`src/rtl/fminmax_arbiter.sv`:
```
// fminmax_arbiter: round-robin shared FMIN.S/FMAX.S unit for two requesters
// with a registered result, response handshake and sticky NV flag.
module fminmax_arbiter #(
  parameter int WIDTH = 32,
  parameter int TAG_W = 5
) (
  input  logic               clk,
  input  logic               rst_n,
  input  logic               flush,
  input  logic [1:0]         req_valid,
  output logic [1:0]         req_ready,
  input  logic [2*WIDTH-1:0] req_a,
  input  logic [2*WIDTH-1:0] req_b,
  input  logic [1:0]         req_op,
  input  logic [2*TAG_W-1:0] req_tag,
  output logic [1:0]         rsp_valid,
  input  logic [1:0]         rsp_ready,
  output logic [WIDTH-1:0]   rsp_data,
  output logic [TAG_W-1:0]   rsp_tag,
  output logic               rsp_nv,
  output logic               fflags_nv,
  input  logic               flags_clr
);
  typedef enum logic [1:0] {IDLE, EXEC, RESP} state_e;
  state_e state_q, state_d;
  logic rr_q, port_q, op_q, nv_q, ff_q, ff_d, gnt, take, exec, a_nan, b_nan, zz, nv_w, a_lt, b_lt;
  logic [WIDTH-1:0] a_q, b_q, data_q, res_w;
  logic [TAG_W-1:0] tag_q;
  function automatic logic is_nan(input logic [WIDTH-1:0] x);
    return (&x[30:23]) && (|x[22:0]);
  endfunction
  // Numeric less-than for non-NaN operands that are not both zero
  function automatic logic lt(input logic [WIDTH-1:0] x, input logic [WIDTH-1:0] y);
    return (x[31] != y[31]) ? x[31] : (x[31] ? x[30:0] > y[30:0] : x[30:0] < y[30:0]);
  endfunction
  always_comb begin
    gnt = (&req_valid) ? ~rr_q : req_valid[1];
    take = (state_q == IDLE) && (|req_valid) && !flush;
    exec = (state_q == EXEC) && !flush;
    req_ready = take ? (gnt ? 2'b10 : 2'b01) : 2'b00;
    rsp_valid = (state_q == RESP) ? (port_q ? 2'b10 : 2'b01) : 2'b00;
    state_d = flush ? IDLE :
              take ? EXEC :
              (state_q == EXEC) ? RESP :
              (state_q == RESP && rsp_ready[port_q]) ? IDLE : state_q;
    a_nan = is_nan(a_q);
    b_nan = is_nan(b_q);
    nv_w = (a_nan && !a_q[22]) || (b_nan && !b_q[22]);
    zz = ~|a_q[30:0] && ~|b_q[30:0];
    a_lt = lt(a_q, b_q);
    b_lt = lt(b_q, a_q);
    res_w = (a_nan && b_nan) ? 32'h7FC0_0000 :
            a_nan ? b_q :
            b_nan ? a_q :
            zz ? {op_q ? (a_q[31] & b_q[31]) : (a_q[31] | b_q[31]), 31'b0} :
            (op_q ? b_lt : a_lt) ? a_q : b_q;
    ff_d = (exec && nv_w) || (ff_q && !flags_clr);
  end
  always_ff @(posedge clk or negedge rst_n) begin
    if (!rst_n) begin
      state_q <= IDLE;
      rr_q <= 1'b1;
      port_q <= 1'b0;
      op_q <= 1'b0;
      a_q <= '0;
      b_q <= '0;
      tag_q <= '0;
      data_q <= '0;
      nv_q <= 1'b0;
      ff_q <= 1'b0;
    end else begin
      state_q <= state_d;
      ff_q <= ff_d;
      if (take) begin
        rr_q <= gnt;
        port_q <= gnt;
        op_q <= req_op[gnt];
        a_q <= gnt ? req_a[2*WIDTH-1:WIDTH] : req_a[WIDTH-1:0];
        b_q <= gnt ? req_b[2*WIDTH-1:WIDTH] : req_b[WIDTH-1:0];
        tag_q <= gnt ? req_tag[2*TAG_W-1:TAG_W] : req_tag[TAG_W-1:0];
      end
      if (exec) begin
        data_q <= res_w;
        nv_q <= nv_w;
      end
    end
  end
  assign rsp_data = data_q;
  assign rsp_tag = tag_q;
  assign rsp_nv = nv_q;
  assign fflags_nv = ff_q;
endmodule

```
`config.mk`:
```
export PLATFORM = sky130hd
export DESIGN_NAME = fminmax_arbiter
export DESIGN_NICKNAME = d
export VERILOG_FILES = /design/src/rtl/fminmax_arbiter.sv
export SDC_FILE = /design/constraint.sdc
export NUM_CORES = 1
export LEC_CHECK = 0
export ABC_CLOCK_PERIOD_IN_PS = 6400
export CORE_UTILIZATION = 51
export DETAILED_ROUTE_END_ITERATION = 10
export GPL_TIMING_DRIVEN = 0
export PLACE_DENSITY = 0.91
export SKIP_CTS_REPAIR_TIMING = 1
export SYNTH_ARGS = -nofsm -noshare
export SYNTH_HDL_FRONTEND = slang
export SYNTH_SLANG_ARGS = --single-unit
```
`constraint.sdc`:
```
create_clock -name clk -period 6.4 [get_ports clk]
set_input_delay 1.6 -clock clk [delete_from_list [all_inputs] [get_ports clk]]
set_output_delay 1.6 -clock clk [all_outputs]
set_load 0.02 [all_outputs]
```
**Word-level counts from Yosys, hierarchy flattened**

Cells that the tools add are included.

- Output and inout port bits: 43
- Logic and storage cells: 80
- Flip-flop bits (word level): 108
- Input port bits: 148

- Order comparisons: 6
- Reductions and logical operators: 30
- Bitwise gates (word level): 3
- Muxes and demuxes: 27
- Equality and inequality tests: 4

Operator list:

| cell | number |
|---|---|
| $mux W32 | 7 |
| $gt A31 B31 Y1 | 2 |
| $lt A31 B31 Y1 | 2 |
| $reduce_or A31 Y1 | 2 |
| $reduce_or A23 Y1 | 2 |
| $mux W2 | 8 |
| $reduce_and A8 Y1 | 2 |
| $logic_and A1 B1 Y1 | 12 |
| $mux W1 | 11 |
| $logic_not A1 Y1 | 6 |
| $mux W5 | 1 |
| $lt A1 B2 Y1 const B | 2 |
| $reduce_bool A4 Y1 | 1 |
| $eq A2 B1 Y1 const B | 1 |
| $eq A2 B2 Y1 const B | 1 |
| $logic_not A2 Y1 | 1 |
| $logic_or A1 B1 Y1 | 2 |
| $ne A1 B1 Y1 | 2 |
| $reduce_and A2 Y1 | 1 |
| $reduce_or A2 Y1 | 1 |
| $and A1 B1 Y1 | 1 |
| $not A1 Y1 | 1 |
| $or A1 B1 Y1 | 1 |

**Logic depth before layout (Yosys ltp)**

- Word-level depth: 9
- Mapped depth: 11
- Mapped depth without buffers: 10

**Worst setup path before layout**

Ideal clock, no wire load.

- Kind: in2out
- From: input port req_valid[0]
- To: output port req_ready[0]
- Arrival time: 2.706 ns
- Required time: 4.800 ns
- Stages on the path: 4
- Buffers on the path: 2
- Path slack: 2.094 ns
- Cells stage by stage: o21ai_1 -> clkbuf_1 -> clkbuf_1 -> nor2_1

- Longest elaborated chain between the ends: 4
- Elaborated cells on any way between the ends: 7
- Classes of those cells: 3 x mux; 4 x reduce/logical

RTL lines:

| item | RTL line | RTL |
|---|---|---|
| start: declaration | 10 | `input logic [1:0] req_valid,` |
| $reduce_and A2 Y1 / $reduce_or A2 Y1 (equally long branches) | 37, 38 |  |
| $mux W1 / $logic_and A1 B1 Y1 (equally long branches) | 37, 38 |  |
| $mux W2 / $logic_and A1 B1 Y1 (equally long branches) | 40, 38 |  |
| $mux W2 (*) | 40 | `req_ready = take ? (gnt ? 2'b10 : 2'b01) : 2'b00;` |
| end: declaration | 11 | `output logic [1:0] req_ready,` |

Every way passes the cells marked *; elsewhere a longest branch is shown, timed or not.

**Worst setup path in the final report**

- From: input port req_valid[1]
- To: output port req_ready[0]

Same word-level chain as after synthesis.

==> results.py <==
metrics = {
    "status": {
        "outcome": "finished, violations left",
        "violations": "DRC",
    },
    "critical_path": {
        "required_ps": 4800,
        "cp-start-kind": "input pin",
        "arrival_ps": 4340,
        "ff2ff_setup_slack_ps": 3000,
        "crit_chain": "clkdlybuf4s50_1 > o21ai_1 > clkbuf_1 > clkbuf_1 > nor2_1 > clkdlybuf4s50_1",
        "crit_path_top_delay_cell": "o21ai_1",
        "end_kind": "output pin",
        "critical_path.max_stage_delay_ps": 700,
        "criticalPathCategory": "input pin to output pin",
        "cp_max_fo": 10,
    },
    "power_and_ir_drop": {
        "power_density_nw_per_um2": 363,
        "switchingPower_w": 0.00123,
        "p_int_w": 0.00189,
        "clockPowerShare": 0.187,
        "leakagePower_nw": 3.82,
        "seqPwrFrac": 0.367,
        "combPwrFrac": 0.446,
        "ir_drop_mv": 0.163,
        "swShare": 0.394,
    },
    "synthesis": {
        "syn_inst": 628,
        "synth_nets": 809,
        "synth_cell_type_count": 52,
        "async_flop_share": 1.00,
        "seq_area_frac_synth": 0.438,
        "yosys_warnings": 0,
        "ys.flop_type": "dfrtp_1",
        "synth_edf_count": 0,
        "synth_area_um2": 6180,
        "postSynthAreaPerCell_um2": 9.84,
        "synth_seq_cells": 108,
    },
    "final_layout": {
        "diodes": 0,
        "multi_input_area_um2": 3170,
        "n_fill_cell": 804,
        "layout.cells.non_filler": 978,
        "drive_above_1_share": 0.0455,
        "seqCellArea_um2": 2700,
        "post-route-util": 0.740,
        "mostFrequentLayoutCell": "clkdlybuf4s50_1",
        "most-common-layout-cells": "189 x clkdlybuf4s50_1, 107 x dfrtp_1, 81 x nand2_1",
        "area_delta_synth_final_pct": 39.1,
        "nets": 1011,
    },
    "clock_network": {
        "ctsLongestPathBuffers": 2,
        "cts.root.buffer_cell": "clkbuf_16",
        "clkTransAtPathRegs_ps": 70,
        "clock_sinks": 108,
        "cts_buffers": 9,
        "insertion_delay_ps": 350,
        "htree_levels": 3,
        "cts_tree": "built",
    },
    "global_route": {
        "grt_pass1_vias": 6014,
        "overflow": 0,
        "antenna_found_initial": 0,
        "grt_max_degree": 62,
        "grtUsageTotal": 0.308,
        "grt_pass1_wl_um": 30200,
    },
    "floorplanning": {
        "core_area_um2": 11600,
        "rows": 39,
        "start_util": 0.532,
        "io_pins": 191,
        "dieHeight_um": 112,
        "dieArea_um2": 12600,
        "die_w_um": 112,
    },
    "place": {
        "place.gp.congestion": 0.871,
        "dp_cells": 962,
        "dpl.hpwl_um": 14000,
        "numPortBuffers": 190,
    },
    "drt": {
        "postRouteAntennaNets": 0,
        "firstDrtPassIters": 11,
        "viasPerCell": 6.03,
        "wirelength_um": 18700,
        "wire_per_inst_um": 19.1,
        "num_vias": 5894,
        "drt_iter0_markers": 327,
        "post-route-drc-count": 6,
    },
    "sta": {
        "setup_viol": 0,
        "skew_ps": 8.27,
        "final_max_slew_viol_count": 0,
        "hold_violations": 0,
        "period_needed_ps": 5940,
        "max_freq_ghz": 0.168,
        "max_slew_margin": 0.409,
        "worst_slew_pin_slew_ps": 880,
        "fin_crit_sh": 0.928,
        "rsz0062_at_grt": "no",
    },
    "min_path": {
        "hold_path.class": "register to register",
    },
    "run": {
        "drv_cap": 0,
    },
}
power by group through the flow:
stage	combinational (W)	sequential, W	clock (W)
after floorplan	0.000693	0.00121	0
after global placement	0.00129	0.00113	0
after detailed placement	0.00135	0.00114	0
after CTS	0.00138	0.00114	0.000586
after global routing	0.00150	0.00117	0.000617
final	0.00139	0.00115	0.000584
routing by layer:
layer	track usage	up-vias	part of all wire
met1	0.373	2833	0.38
met3	0.0562	68	0.076
met2	0.529	306	0.51
li1	-	2687	-
met5	0	-	0
met4	0.155	0	0.040
worst max-delay path: cells and delay by family:
family / cells / cell delay, ps
AO/OA/AOI/OAI: 1 / 700
buffers and inverters: 4 / 1940
AND/OR/NAND/NOR: 1 / 100
cell type report:
| cell class | instances | share of cell area |
|---|---|---|
| Sequential cell | 108 | 0.315 |
| Clock buffer | 10 | 0.0267 |
| Tap cell | 143 | 0.0208 |
| Clock inverter | 6 | 0.00918 |
| Inverter | 37 | 0.0162 |
| Timing Repair Buffer | 191 | 0.224 |
| Multi-Input combinational cell | 448 | 0.369 |
| Buffer | 35 | 0.0189 |
path summary, 6_finish.rpt:
kind	start	to	depth (start not counted)
worst min-delay path	rsp_nv	rsp_nv	1
min in group asynchronous	rst_n	rsp_data[24]	1
worst max register to register	a_q[22]	rsp_data[7]	11
worst min register to register	rsp_nv	rsp_nv	1
max in group asynchronous	rst_n	rr_q	2
worst max-delay path	req_valid[1]	req_ready[0]	6
state kept, by name, indices dropped and copies added (netlist names):
register	count
port_q	1
b_q	32
rsp_tag	5
a_q	32
fflags_nv	1
rr_q	1
rsp_data	32
op_q	1
state_q	2
rsp_nv	1
Yosys cell counts, drive strengths merged, types with 2 or more instances:
library cell	number	area, um2
dfrtp	107	2680
nand2	81	304
o21ai	79	395
mux2i	72	721
inv	37	139
ha	33	413
clkbuf	27	101
a21oi	25	129
a221o	25	250
and2	24	150
nor2	18	67.6
nor4	17	121
nand4	14	109
a21o	12	90.1
buf	8	61.3
nor3	7	45.0
and3	5	36.3
nand3	4	20.0
a211oi	3	22.5
o211ai	3	36.3
o21a	3	22.5
o2111ai	2	17.5
o31a	2	17.5
o41ai	2	43.8
or3	2	12.5
logic make-up (layout without fill, tap and decap cells):
| logic type | count (synthesis) | in the layout | share of synthesized area |
|---|---|---|---|
| AND/OR/NAND/NOR | 179 | 179 | 0.149 |
| flip-flops | 108 | 108 | 0.438 |
| AO/OA/AOI/OAI | 164 | 164 | 0.181 |
| multiplexers | 72 | 72 | 0.117 |
| buffers and inverters | 72 | 279 | 0.0488 |
| adder cells (fa/ha/maj) | 33 | 33 | 0.0668 |
per-stage QoR:
step	TNS (ps)	total power [W]	hold slack [ps]	instance area, um2	worst slack [ps]
after floorplan	0	0.00190	492	6180	2090
after global placement	-6070	0.00242	458	8260	-61.4
after detailed placement	0	0.00249	468	8280	568
after CTS	0	0.00310	483	8590	585
after global routing	0	0.00329	503	8590	413
final	0	0.00312	479	8590	459
No activity file was read; power rests on OpenSTA's default activity.
